`config.mk`:
```
export PLATFORM = sky130hd
export DESIGN_NAME = sram_1rw_valrdy
export DESIGN_NICKNAME = d
export VERILOG_FILES = /design/src/rtl/sram_1rw_valrdy_pkg.sv /design/src/rtl/sram_1rw_valrdy_resp_queue.sv /design/src/rtl/sram_1rw_valrdy.sv
export SDC_FILE = /design/constraint.sdc
export NUM_CORES = 2
export LEC_CHECK = 0
export ABC_AREA = 1
export CORE_UTILIZATION = 25
export CTS_BUF_LIST = sky130_fd_sc_hd__clkbuf_4 sky130_fd_sc_hd__clkbuf_8
export CTS_CLUSTER_DIAMETER = 50
export DETAILED_ROUTE_END_ITERATION = 12
export PLACE_DENSITY = 0.42
export SYNTH_ARGS = -nofsm -noshare
export SYNTH_HDL_FRONTEND = slang
export SYNTH_SLANG_ARGS = --single-unit
```
`constraint.sdc`:
```
create_clock -name clk -period 4.67 [get_ports clk]
set_clock_uncertainty 0.1 [all_clocks]
set_input_delay 0.934 -clock clk [delete_from_list [all_inputs] [get_ports clk]]
set_output_delay 0.934 -clock clk [all_outputs]
set_load 0.03 [all_outputs]
```
`src/rtl/sram_1rw_valrdy_pkg.sv`:
```
// Shared encodings for the single-port SRAM with valid/ready request and response channels.
package sram_1rw_valrdy_pkg;

   typedef enum logic {
      ST_INIT = 1'b0,
      ST_RUN  = 1'b1
   } state_e;

   localparam logic REQ_READ  = 1'b0;
   localparam logic REQ_WRITE = 1'b1;

   // A one-entry ring still needs a one-bit pointer.
   function automatic int ptr_nbits(input int depth);
      return (depth > 1) ? $clog2(depth) : 1;
   endfunction

endpackage

```
`src/rtl/sram_1rw_valrdy_resp_queue.sv`:
```
// Response FIFO: ring buffer of any depth, registered head, occupancy count.
module sram_resp_queue
   import sram_1rw_valrdy_pkg::*;
#(
   parameter int  p_width     = 34,
   parameter int  p_depth     = 2,
   localparam int c_cnt_nbits = $clog2(p_depth + 1)
) (
   input  logic                   clk,
   input  logic                   reset,
   input  logic                   enq_val,
   input  logic [p_width-1:0]     enq_data,
   output logic                   deq_val,
   input  logic                   deq_rdy,
   output logic [p_width-1:0]     deq_data,
   output logic [c_cnt_nbits-1:0] count
);

   localparam int c_ptr_nbits = ptr_nbits(p_depth);
   localparam logic [c_ptr_nbits-1:0] c_last_ptr = c_ptr_nbits'(p_depth - 1);

   logic [p_width-1:0]     slots [0:(2**c_ptr_nbits)-1];
   logic [c_ptr_nbits-1:0] rd_ptr;
   logic [c_ptr_nbits-1:0] wr_ptr;
   logic                   deq_fire;

   function automatic logic [c_ptr_nbits-1:0] ptr_inc(input logic [c_ptr_nbits-1:0] p);
      return (p == c_last_ptr) ? '0 : p + c_ptr_nbits'(1);
   endfunction

   assign deq_val  = (count != '0);
   assign deq_fire = deq_val && deq_rdy;
   assign deq_data = slots[rd_ptr];

   always_ff @(posedge clk) begin
      if (!reset) begin
         rd_ptr <= '0;
         wr_ptr <= '0;
         count  <= '0;
      end else begin
         if (enq_val)  wr_ptr <= ptr_inc(wr_ptr);
         if (deq_fire) rd_ptr <= ptr_inc(rd_ptr);
         count <= count + c_cnt_nbits'(enq_val) - c_cnt_nbits'(deq_fire);
      end
   end

   always_ff @(posedge clk) begin
      if (enq_val) slots[wr_ptr] <= enq_data;
   end

endmodule

```
`src/rtl/sram_1rw_valrdy.sv`:
```
// Single-port SRAM behind val/rdy channels: zero-fill on reset, byte-enabled writes,
// 1- or 2-cycle read pipeline feeding a credit-controlled in-order response FIFO.
module sram_1rw_valrdy
   import sram_1rw_valrdy_pkg::*;
#(
   parameter int  p_data_nbits   = 32,
   parameter int  p_num_entries  = 64,
   parameter int  p_read_latency = 1,
   parameter int  p_resp_depth   = 2,
   localparam int c_addr_nbits   = $clog2(p_num_entries),
   localparam int c_data_nbytes  = (p_data_nbits + 7) / 8
) (
   input  logic                     clk,
   input  logic                     reset,
   input  logic                     req_val,
   output logic                     req_rdy,
   input  logic                     req_type,
   input  logic [c_addr_nbits-1:0]  req_addr,
   input  logic [p_data_nbits-1:0]  req_data,
   input  logic [c_data_nbytes-1:0] req_byte_en,
   output logic                     resp_val,
   input  logic                     resp_rdy,
   output logic                     resp_type,
   output logic                     resp_err,
   output logic [p_data_nbits-1:0]  resp_data,
   output logic                     init_done
);

   localparam int c_entry_nbits = p_data_nbits + 2;
   localparam int c_cnt_nbits   = $clog2(p_resp_depth + 1);
   localparam int c_occ_nbits   = $clog2(p_resp_depth + 2) + 1;
   localparam int c_addr_w1     = c_addr_nbits + 1;
   localparam logic [c_addr_nbits-1:0] c_last_addr = c_addr_nbits'(p_num_entries - 1);
   localparam logic [c_addr_w1-1:0]    c_num_ent   = c_addr_w1'(p_num_entries);
   localparam logic [c_occ_nbits-1:0]  c_depth     = c_occ_nbits'(p_resp_depth);

   logic [p_data_nbits-1:0] mem [0:p_num_entries-1];

   state_e                    state, state_next;
   logic [c_addr_nbits-1:0]   init_addr, init_addr_next;

   logic                      req_fire;
   logic                      req_oor;
   logic [p_data_nbits-1:0]   byte_mask;
   logic [p_data_nbits-1:0]   rd_word;
   logic                      mem_we;
   logic [c_addr_nbits-1:0]   mem_waddr;
   logic [p_data_nbits-1:0]   mem_wdata;
   logic [p_data_nbits-1:0]   mem_wmask;

   logic                      vld_p1;
   logic                      vld_p2;
   logic [c_entry_nbits-1:0]  entry_p1;
   logic                      enq_val;
   logic [c_entry_nbits-1:0]  enq_entry;
   logic                      q_val;
   logic [c_entry_nbits-1:0]  q_entry;
   logic [c_cnt_nbits-1:0]    q_count;
   logic                      resp_fire;
   logic [c_occ_nbits-1:0]    occupancy;

   always_ff @(posedge clk) begin
      if (!reset) begin
         state     <= ST_INIT;
         init_addr <= '0;
      end else begin
         state     <= state_next;
         init_addr <= init_addr_next;
      end
   end

   always_comb begin
      state_next     = state;
      init_addr_next = init_addr;
      init_done      = 1'b0;
      case (state)
         ST_INIT: begin
            init_addr_next = init_addr + c_addr_nbits'(1);
            if (init_addr == c_last_addr) begin
               state_next     = ST_RUN;
               init_addr_next = '0;
            end
         end
         ST_RUN:  init_done = 1'b1;
         default: state_next = ST_INIT;
      endcase
   end

   // Credits cover everything accepted but not yet handed out; a same-cycle dequeue frees one.
   assign resp_fire = q_val && resp_rdy;
   assign occupancy = c_occ_nbits'(q_count) + c_occ_nbits'(vld_p1) + c_occ_nbits'(vld_p2);
   assign req_rdy   = (state == ST_RUN) && (occupancy < c_depth + c_occ_nbits'(resp_fire));
   assign req_fire  = req_val && req_rdy;
   assign req_oor   = ({1'b0, req_addr} >= c_num_ent);
   assign rd_word   = (req_type == REQ_READ && !req_oor) ? mem[req_addr] : '0;

   always_comb begin
      byte_mask = '0;
      for (int i = 0; i < p_data_nbits; i++) byte_mask[i] = req_byte_en[i/8];
   end

   always_comb begin
      mem_we    = 1'b0;
      mem_waddr = init_addr;
      mem_wdata = '0;
      mem_wmask = '1;
      if (state == ST_INIT) begin
         mem_we = reset;
      end else if (req_fire && req_type == REQ_WRITE && !req_oor) begin
         mem_we    = reset;
         mem_waddr = req_addr;
         mem_wdata = req_data;
         mem_wmask = byte_mask;
      end
   end

   always_ff @(posedge clk) begin
      if (mem_we) mem[mem_waddr] <= (mem[mem_waddr] & ~mem_wmask) | (mem_wdata & mem_wmask);
   end

   // p1: array sampled at the accept edge
   always_ff @(posedge clk) begin
      if (!reset) vld_p1 <= 1'b0;
      else        vld_p1 <= req_fire;
   end

   always_ff @(posedge clk) begin
      if (req_fire) entry_p1 <= {req_type, req_oor, rd_word};
   end

   // p2: optional extra read stage
   if (p_read_latency >= 2) begin : g_lat2
      logic [c_entry_nbits-1:0] entry_p2;

      always_ff @(posedge clk) begin
         if (!reset) vld_p2 <= 1'b0;
         else        vld_p2 <= vld_p1;
      end

      always_ff @(posedge clk) begin
         if (vld_p1) entry_p2 <= entry_p1;
      end

      assign enq_val   = vld_p2;
      assign enq_entry = entry_p2;
   end else begin : g_lat1
      assign vld_p2    = 1'b0;
      assign enq_val   = vld_p1;
      assign enq_entry = entry_p1;
   end

   sram_resp_queue #(
      .p_width (c_entry_nbits),
      .p_depth (p_resp_depth)
   ) u_resp_queue (
      .clk      (clk),
      .reset    (reset),
      .enq_val  (enq_val),
      .enq_data (enq_entry),
      .deq_val  (q_val),
      .deq_rdy  (resp_rdy),
      .deq_data (q_entry),
      .count    (q_count)
   );

   assign resp_val = q_val;
   assign {resp_type, resp_err, resp_data} = q_val ? q_entry : '0;

   always @(posedge clk) begin
      if (reset) begin
         assert (!$isunknown(req_val));
         assert (!$isunknown(resp_rdy));
         if (req_val) assert (!$isunknown({req_type, req_addr, req_byte_en}));
      end
   end

endmodule

```
# --- Yosys cells after proc, flatten, opt, wreduce, memory -nomap -nowiden ---
# Memory sizes are Yosys's and may differ from the RTL's. A register that Yosys moved wholly into a read port is not among the register bits.
# Cells that the tools add are included.
word_totals:
  memories: 2
  elab_cells: 48
  ram_bits: 2114
  register_bits: 13
mem_list:
  columns: ["memory", "depth", "width", "rd", "rd_ports_with_merged_regs", "write_ports", "line", "rtl"]
  rows:
  - ["mem", 64, 32, 2, 1, 1, "sram_1rw_valrdy.sv:37", "logic [p_data_nbits-1:0] mem [0:p_num_entries-1];"]
  - ["u_resp_queue.slots", 2, 33, 1, 1, 1, "sram_1rw_valrdy_resp_queue.sv:22", "logic [p_width-1:0] slots [0:(2**c_ptr_nbits)-1];"]
op_classes:
  mux: 21
  n_eq_ne: 1
  bitwise_logic: 4
  n_addsub: 7
  n_reduce_logical: 5
  order_cmp: 1
ops:
  columns: ["cell", "n"]
  rows:
  - ["32-bit 2-to-1 mux", 4]
  - ["32-bit AND", 2]
  - ["34-bit 2-to-1 mux", 1]
  - ["32-bit NOT", 1]
  - ["32-bit bitwise OR", 1]
  - ["6-bit 2-to-1 mux", 3]
  - ["1-bit 2-to-1 mux", 13]
  - ["6-bit by 1-bit adder with 6-bit output, second input constant", 1]
  - ["6-bit equality test, second input constant", 1]
  - ["1-bit logical AND", 4]
  - ["2-bit by 1-bit adder with 3-bit output", 1]
  - ["2-bit by 1-bit adder with 3-bit output, first input constant", 1]
  - ["3-bit less-than comparator", 1]
  - ["1-bit adder, second input constant", 2]
  - ["2-bit by 1-bit adder with 2-bit output", 1]
  - ["2-bit nonzero test", 1]
  - ["2-bit by 1-bit subtractor with 2-bit output", 1]

# --- Longest topological paths before layout ---
logic_depth:
  word_depth: 12
  mapped_depth: 19
  mapped_depth_nobuf: 16

# --- By module ---
# From an unflattened synthesis, not the netlist that was laid out.
unflattened:
  cells_unflattened: 12302
  area_unflattened_um2: 110171.9
by_module_without_submodules:
  columns: ["module", "area_each_um2", "cells_per_inst", "n_inst", "seq_area_each_um2"]
  rows:
  - ["sram_1rw_valrdy", 107325.4, 12160, 1, 62650.1]
  - ["sram_resp_queue", 2846.5, 142, 1, 2142.1]

# --- Worst setup path after synthesis ---
# Ideal clock, no wire load.
synth_path:
  path_type: "in2reg"
  from: "input port resp_rdy"
  to: "memory mem[56][0], enable pin"
  arrival_time_ps: 3837
  n_path_buf: 3
  t_required_ps: 4149
  stages: 9
  slack_ps: 311
  path_cell_list: "nand3_2 -> a21oi_4 -> nand4_1 -> nand2_2 -> buf_4 -> buf_6 -> clkbuf_1 -> nand3_1 -> nor2_1"
synth_between:
  elab_chain_len: 10
  elab_cells_between_ends: 12
  classes_between: "add/sub (1); order compare (1); mux (6); reduce/logical (4)"
synth_rtl:
  columns: ["element", "line", "rtl"]
  rows:
  - ["from (decl)", "sram_1rw_valrdy.sv:22", "input logic resp_rdy,"]
  - ["1-bit logical AND *", "sram_1rw_valrdy.sv:90", "assign resp_fire = q_val && resp_rdy;"]
  - ["2-bit by 1-bit adder with 3-bit output *", "sram_1rw_valrdy.sv:92", "assign req_rdy = (state == ST_RUN) && (occupancy < c_depth + c_occ_nbits'(resp_fire));"]
  - ["3-bit less-than comparator *", "sram_1rw_valrdy.sv:92", null]
  - ["1-bit logical AND *", "sram_1rw_valrdy.sv:92", null]
  - ["via req_rdy", "sram_1rw_valrdy.sv:16", "output logic req_rdy,"]
  - ["1-bit logical AND *", "sram_1rw_valrdy.sv:93", "assign req_fire = req_val && req_rdy;"]
  - ["1-bit logical AND *", "sram_1rw_valrdy.sv:109", "end else if (req_fire && req_type == REQ_WRITE && !req_oor) begin"]
  - ["1-bit 2-to-1 mux", "sram_1rw_valrdy.sv:109", null]
  - ["1-bit 2-to-1 mux", "sram_1rw_valrdy.sv:107", "if (state == ST_INIT) begin"]
  - ["1-bit 2-to-1 mux", "sram_1rw_valrdy.sv:118", "if (mem_we) mem[mem_waddr] <= (mem[mem_waddr] & ~mem_wmask) | (mem_wdata & mem_wmask);"]
  - ["1-bit 2-to-1 mux (implied by the code)", "sram_1rw_valrdy.sv:118", null]
  - ["to (decl)", "sram_1rw_valrdy.sv:37", null]
# The timed path passes the listed nets; every way through them passes the cells marked *.

==> run_summary.xml <==
<?xml version="1.0" encoding="UTF-8"?>
<metrics>
  <group name="run_status">
    <metric name="status" unit="">finished, final reports clean</metric>
  </group>
  <group name="hold_path">
    <metric name="hold_path.class" unit="">in -&gt; reg</metric>
    <metric name="min_from" unit="">req_type</metric>
    <metric name="hold_depth" unit="">1</metric>
  </group>
  <group name="floorplan">
    <metric name="starting_utilization_of_the_core_area" unit="%">25.1</metric>
    <metric name="num_rows" unit="">242</metric>
    <metric name="design.portCount" unit="">84</metric>
    <metric name="floorplan.die_area" unit="um2">440000</metric>
    <metric name="die_x" unit="um">663</metric>
    <metric name="die_y" unit="um">663</metric>
    <metric name="placeableCoreArea" unit="um2">435000</metric>
  </group>
  <group name="logic_synthesis">
    <metric name="yosys_register_bits" unit="">2160</metric>
    <metric name="syn_nets" unit="">12200</metric>
    <metric name="ys_types" unit="">46</metric>
    <metric name="yosys_most_used_dff" unit="">sky130_fd_sc_hd__edfxtp_1</metric>
    <metric name="synth_top_family_by_area" unit="">simple AND/OR/NAND/NOR gates</metric>
    <metric name="ys_top_cells_by_area" unit="">sky130_fd_sc_hd__edfxtp_1 (59%), sky130_fd_sc_hd__nand2_1 (9.8%), sky130_fd_sc_hd__o21ai_0 (6.4%)</metric>
    <metric name="area_leader_netlist" unit="">sky130_fd_sc_hd__edfxtp_1</metric>
    <metric name="synth_xor_area_share" unit="%">0.0160</metric>
    <metric name="synthesis.instances" unit="">12200</metric>
    <metric name="yosys_warning_total" unit="">0</metric>
    <metric name="post_synthesis_adder_cell_area_fraction" unit="%">0.0572</metric>
    <metric name="synth_top_cells_by_count" unit="">sky130_fd_sc_hd__nand2_1 (2,864), sky130_fd_sc_hd__edfxtp_1 (2,147), sky130_fd_sc_hd__inv_1 (1,829)</metric>
    <metric name="synth_compound_gate_area_share" unit="%">14.6</metric>
    <metric name="synth_area" unit="um2">109000</metric>
    <metric name="asyncSetResetFlopFracSynth" unit="%">0</metric>
    <metric name="synthMuxAreaShare" unit="%">0</metric>
    <metric name="synth_edf_count" unit="">2147</metric>
    <metric name="synth_area_per_cell" unit="um2">8.98</metric>
    <metric name="synth_most_common_cell" unit="">sky130_fd_sc_hd__nand2_1</metric>
    <metric name="area_fraction_of_the_dominant_cell_type_after_synthesis" unit="%">58.9</metric>
    <metric name="synth.yosys.seq_area_share" unit="%">59.2</metric>
    <metric name="post_synthesis_simple_gate_area_fraction" unit="%">16.5</metric>
  </group>
  <group name="flow_run">
    <metric name="maxCapViolCount" unit="">0</metric>
  </group>
  <group name="route">
    <metric name="vias_per_cell" unit="">4.88</metric>
    <metric name="via_count" unit="">91300</metric>
    <metric name="wl_per_cell" unit="um">25.6</metric>
    <metric name="post-route-drc-count" unit="">0</metric>
    <metric name="detailedRoute.firstIterationViolations" unit="">9382</metric>
    <metric name="number_of_nets_with_antenna_violations_after_detailed_routing" unit="">0</metric>
    <metric name="first_pass_iters" unit="">7</metric>
    <metric name="route.final.wire_length" unit="um">480000</metric>
  </group>
  <group name="clock_tree">
    <metric name="clkTransAtPathRegs" unit="ps">60</metric>
    <metric name="cts-root-to-sink-buffers" unit="">4</metric>
    <metric name="cts_num_sinks" unit="">2160</metric>
    <metric name="insertion_delay" unit="ps">1170</metric>
    <metric name="cts.root.buffer_cell" unit="">sky130_fd_sc_hd__clkbuf_8</metric>
    <metric name="ctsHtreeMaxLevel" unit="">5</metric>
    <metric name="numCtsBuffers" unit="">404</metric>
    <metric name="tritoncts" unit="">done</metric>
  </group>
  <group name="worst_setup_path">
    <metric name="critPathCaptureType" unit="">output port</metric>
    <metric name="crit_fanout" unit="">23</metric>
    <metric name="r2r_end" unit="">mem[1][14]$_DFFE_PP_</metric>
    <metric name="regToRegStartpoint" unit="">enq_val$_SDFF_PN0_</metric>
    <metric name="critical_path.slowest_cell" unit="">sky130_fd_sc_hd__dfxtp_1</metric>
    <metric name="worstPathRequired" unit="ps">3640</metric>
    <metric name="critical_path.top_delay_family" unit="">buffers and inverters</metric>
    <metric name="worst_reg2reg_path_length_in_cells" unit="">20</metric>
    <metric name="critPathArrivalTime" unit="ps">3390</metric>
    <metric name="worst-setup-path-type" unit="">reg -&gt; out</metric>
    <metric name="r2r_setup_slack" unit="ps">260</metric>
    <metric name="crit_path_start_kind" unit="">flop</metric>
    <metric name="cp_num_cells" unit="">4</metric>
    <metric name="critical_path.cell_chain" unit="">buf_4 &gt; nand2_1 &gt; a21oi_1 &gt; clkdlybuf4s50_1</metric>
    <metric name="worst_setup_path_endpoint" unit="">resp_data[15]</metric>
    <metric name="crit_path_max_cell_delay" unit="ps">910</metric>
    <metric name="critical_path_buf_inv_count" unit="">2</metric>
  </group>
  <group name="global_route">
    <metric name="wire_length_of_the_first_global_routing_pass" unit="um">669000</metric>
    <metric name="grt.total_usage" unit="%">21.1</metric>
    <metric name="overflow" unit="">0</metric>
    <metric name="first_global_vias" unit="">85500</metric>
    <metric name="maximum_number_of_pins_on_one_net_before_global_route_repair" unit="">153</metric>
    <metric name="antenna_found_initial" unit="">29</metric>
  </group>
  <group name="final_layout">
    <metric name="finish.net_count" unit="">12700</metric>
    <metric name="fin_area" unit="um2">133000</metric>
    <metric name="post_route_cells_drive_above_1_share" unit="%">12.3</metric>
    <metric name="final_util" unit="%">30.5</metric>
    <metric name="synthesis_to_finish_area_growth" unit="%">21.5</metric>
  </group>
  <group name="placed_design">
    <metric name="gp_congestion" unit="">0.845</metric>
    <metric name="numPortBuffers" unit="">82</metric>
    <metric name="detailedPlacementHpwl" unit="um">302000</metric>
    <metric name="placed_area" unit="um2">125000</metric>
  </group>
  <group name="power_and_ir_drop">
    <metric name="irDropWorstVdd" unit="mV">0.208</metric>
    <metric name="totalPowerFinal" unit="mW">45.1</metric>
    <metric name="power.density_cell_area" unit="nW/um2">340</metric>
    <metric name="power.leakage" unit="nW">53.3</metric>
  </group>
  <group name="sta">
    <metric name="rsz0062_at_grt" unit="">false</metric>
    <metric name="timing.setup.tns" unit="ps">0</metric>
    <metric name="hold_viol_final" unit="">0</metric>
    <metric name="maxClockFrequency" unit="GHz">0.226</metric>
    <metric name="post-route-period-util" unit="%">94.8</metric>
    <metric name="timing.slew.headroom" unit="%">13.3</metric>
    <metric name="setup_viol_count_final" unit="">0</metric>
    <metric name="worst-slew-pin-transition" unit="ps">1300</metric>
    <metric name="period_minus_slack" unit="ps">4430</metric>
    <metric name="hold_slack" unit="ps">133</metric>
    <metric name="drv_slew" unit="">0</metric>
  </group>
</metrics>
## what timing repair did
action / 4_1_cts / 5_1_grt
setup buffers: 0 / 0
setup endpoints to repair: 0 / 191
hold endpoints to repair: 0 / 0
resized for setup: 0 / 3
hold buffers: 0 / 0
## placed cells by master (no fill, tap or decap), drive strengths merged, types with 2 or more instances in the layout
master,synthesis,final
a31oi,10,10
a211oi,17,17
clkinv,3,168
o311ai,11,11
buf,427,841
o221ai,4,4
xor2,2,2
clkinvlp,0,13
o211ai,292,292
diode,0,10
clkbuf,406,509
o21ai,1592,1592
nand3,894,894
inv,1839,1856
or2,2,2
edfxtp,2147,2147
bufinv,0,21
dfxtp,13,13
o31ai,9,9
a221oi,111,111
o22ai,73,73
a311oi,23,23
o32ai,5,5
clkdlybuf4s50,0,75
nand2,2869,2869
nor3,24,24
nand4,22,22
a21oi,732,732
nor2,647,647
ha,5,5
## metrics by stage
stage,instances,setup slack (ps)
after floorplan,12200,311
after global placement,18000,-713
after detailed placement,18000,-643
after CTS,18700,2.47
after global routing,18700,25.3
final,18700,244
## flip-flops by register name, indices dropped and copies added, names as in the netlist, named ones only
name / count
mem: 2048
u_resp_queue.wr_ptr: 1
u_resp_queue.slots: 66
u_resp_queue.rd_ptr: 1
enq_entry: 33
state: 1
u_resp_queue.count: 2
init_addr: 6
enq_val: 1
## worst min-delay path by stage
stage                                         end
2_1_floorplan  u_resp_queue.slots[0][0]$_DFFE_PP_
3_3_place_gp   u_resp_queue.slots[0][8]$_DFFE_PP_
3_5_place_dp   u_resp_queue.slots[0][2]$_DFFE_PP_
4_1_cts                   enq_entry[33]$_DFFE_PN_
5_1_grt                   enq_entry[33]$_DFFE_PN_
6_report                  enq_entry[33]$_DFFE_PN_
## per-layer routing
layer | wire length, um | vias up | global-route usage, %
met1 | 220000 | 45000 | 30.2
met4 | 13600 | 6 | 5.84
met5 | 44 | - | 0
met3 | 32900 | 690 | 3.18
li1 | - | 42100 | -
met2 | 213000 | 3512 | 33.0
## power by group
part / leakage (nW) / total [mW] / switching (mW) / internal [mW]
Sequential: 23.3 / 21.1 / 0.0307 / 21.1
Clock: 4.18 / 19.0 / 8.86 / 10.1
Combinational: 25.9 / 5.05 / 3.51 / 1.55
Total: 53.3 / 45.1 / 12.4 / 32.7
## kinds of logic (layout without fill, tap and decap cells)
family          count (synthesis)  after routing
compound gates               2881           2881
buf+inv                      2675           3483
xor+xnor                        2              2
flops                        2160           2160
fa+ha+maj                       5              5
other cells                     1             11
simple gates                 4458           4458
## area by class of cell
class | count | area, um2
diodes | 10 | 25.0
fillers | 45400 | 302000
multi-input cells | 7347 | 34700
well taps | 5734 | 7170
repair buffers | 917 | 11300
inverters | 1842 | 6950
flip-flops and latches | 2160 | 64700
clock buffers | 508 | 6360
clock inverters | 216 | 1640
## worst register-to-register path, delay by kind of cell, from the launching register on
kind	cells	cell delay, ps
flip-flops	1	350
buffers and inverters	6	1230
AO/OA/AOI/OAI	2	590
AND/OR/NAND/NOR	10	1440
adder cells (fa/ha/maj)	2	440
No activity file was read; power rests on OpenSTA's default activity.
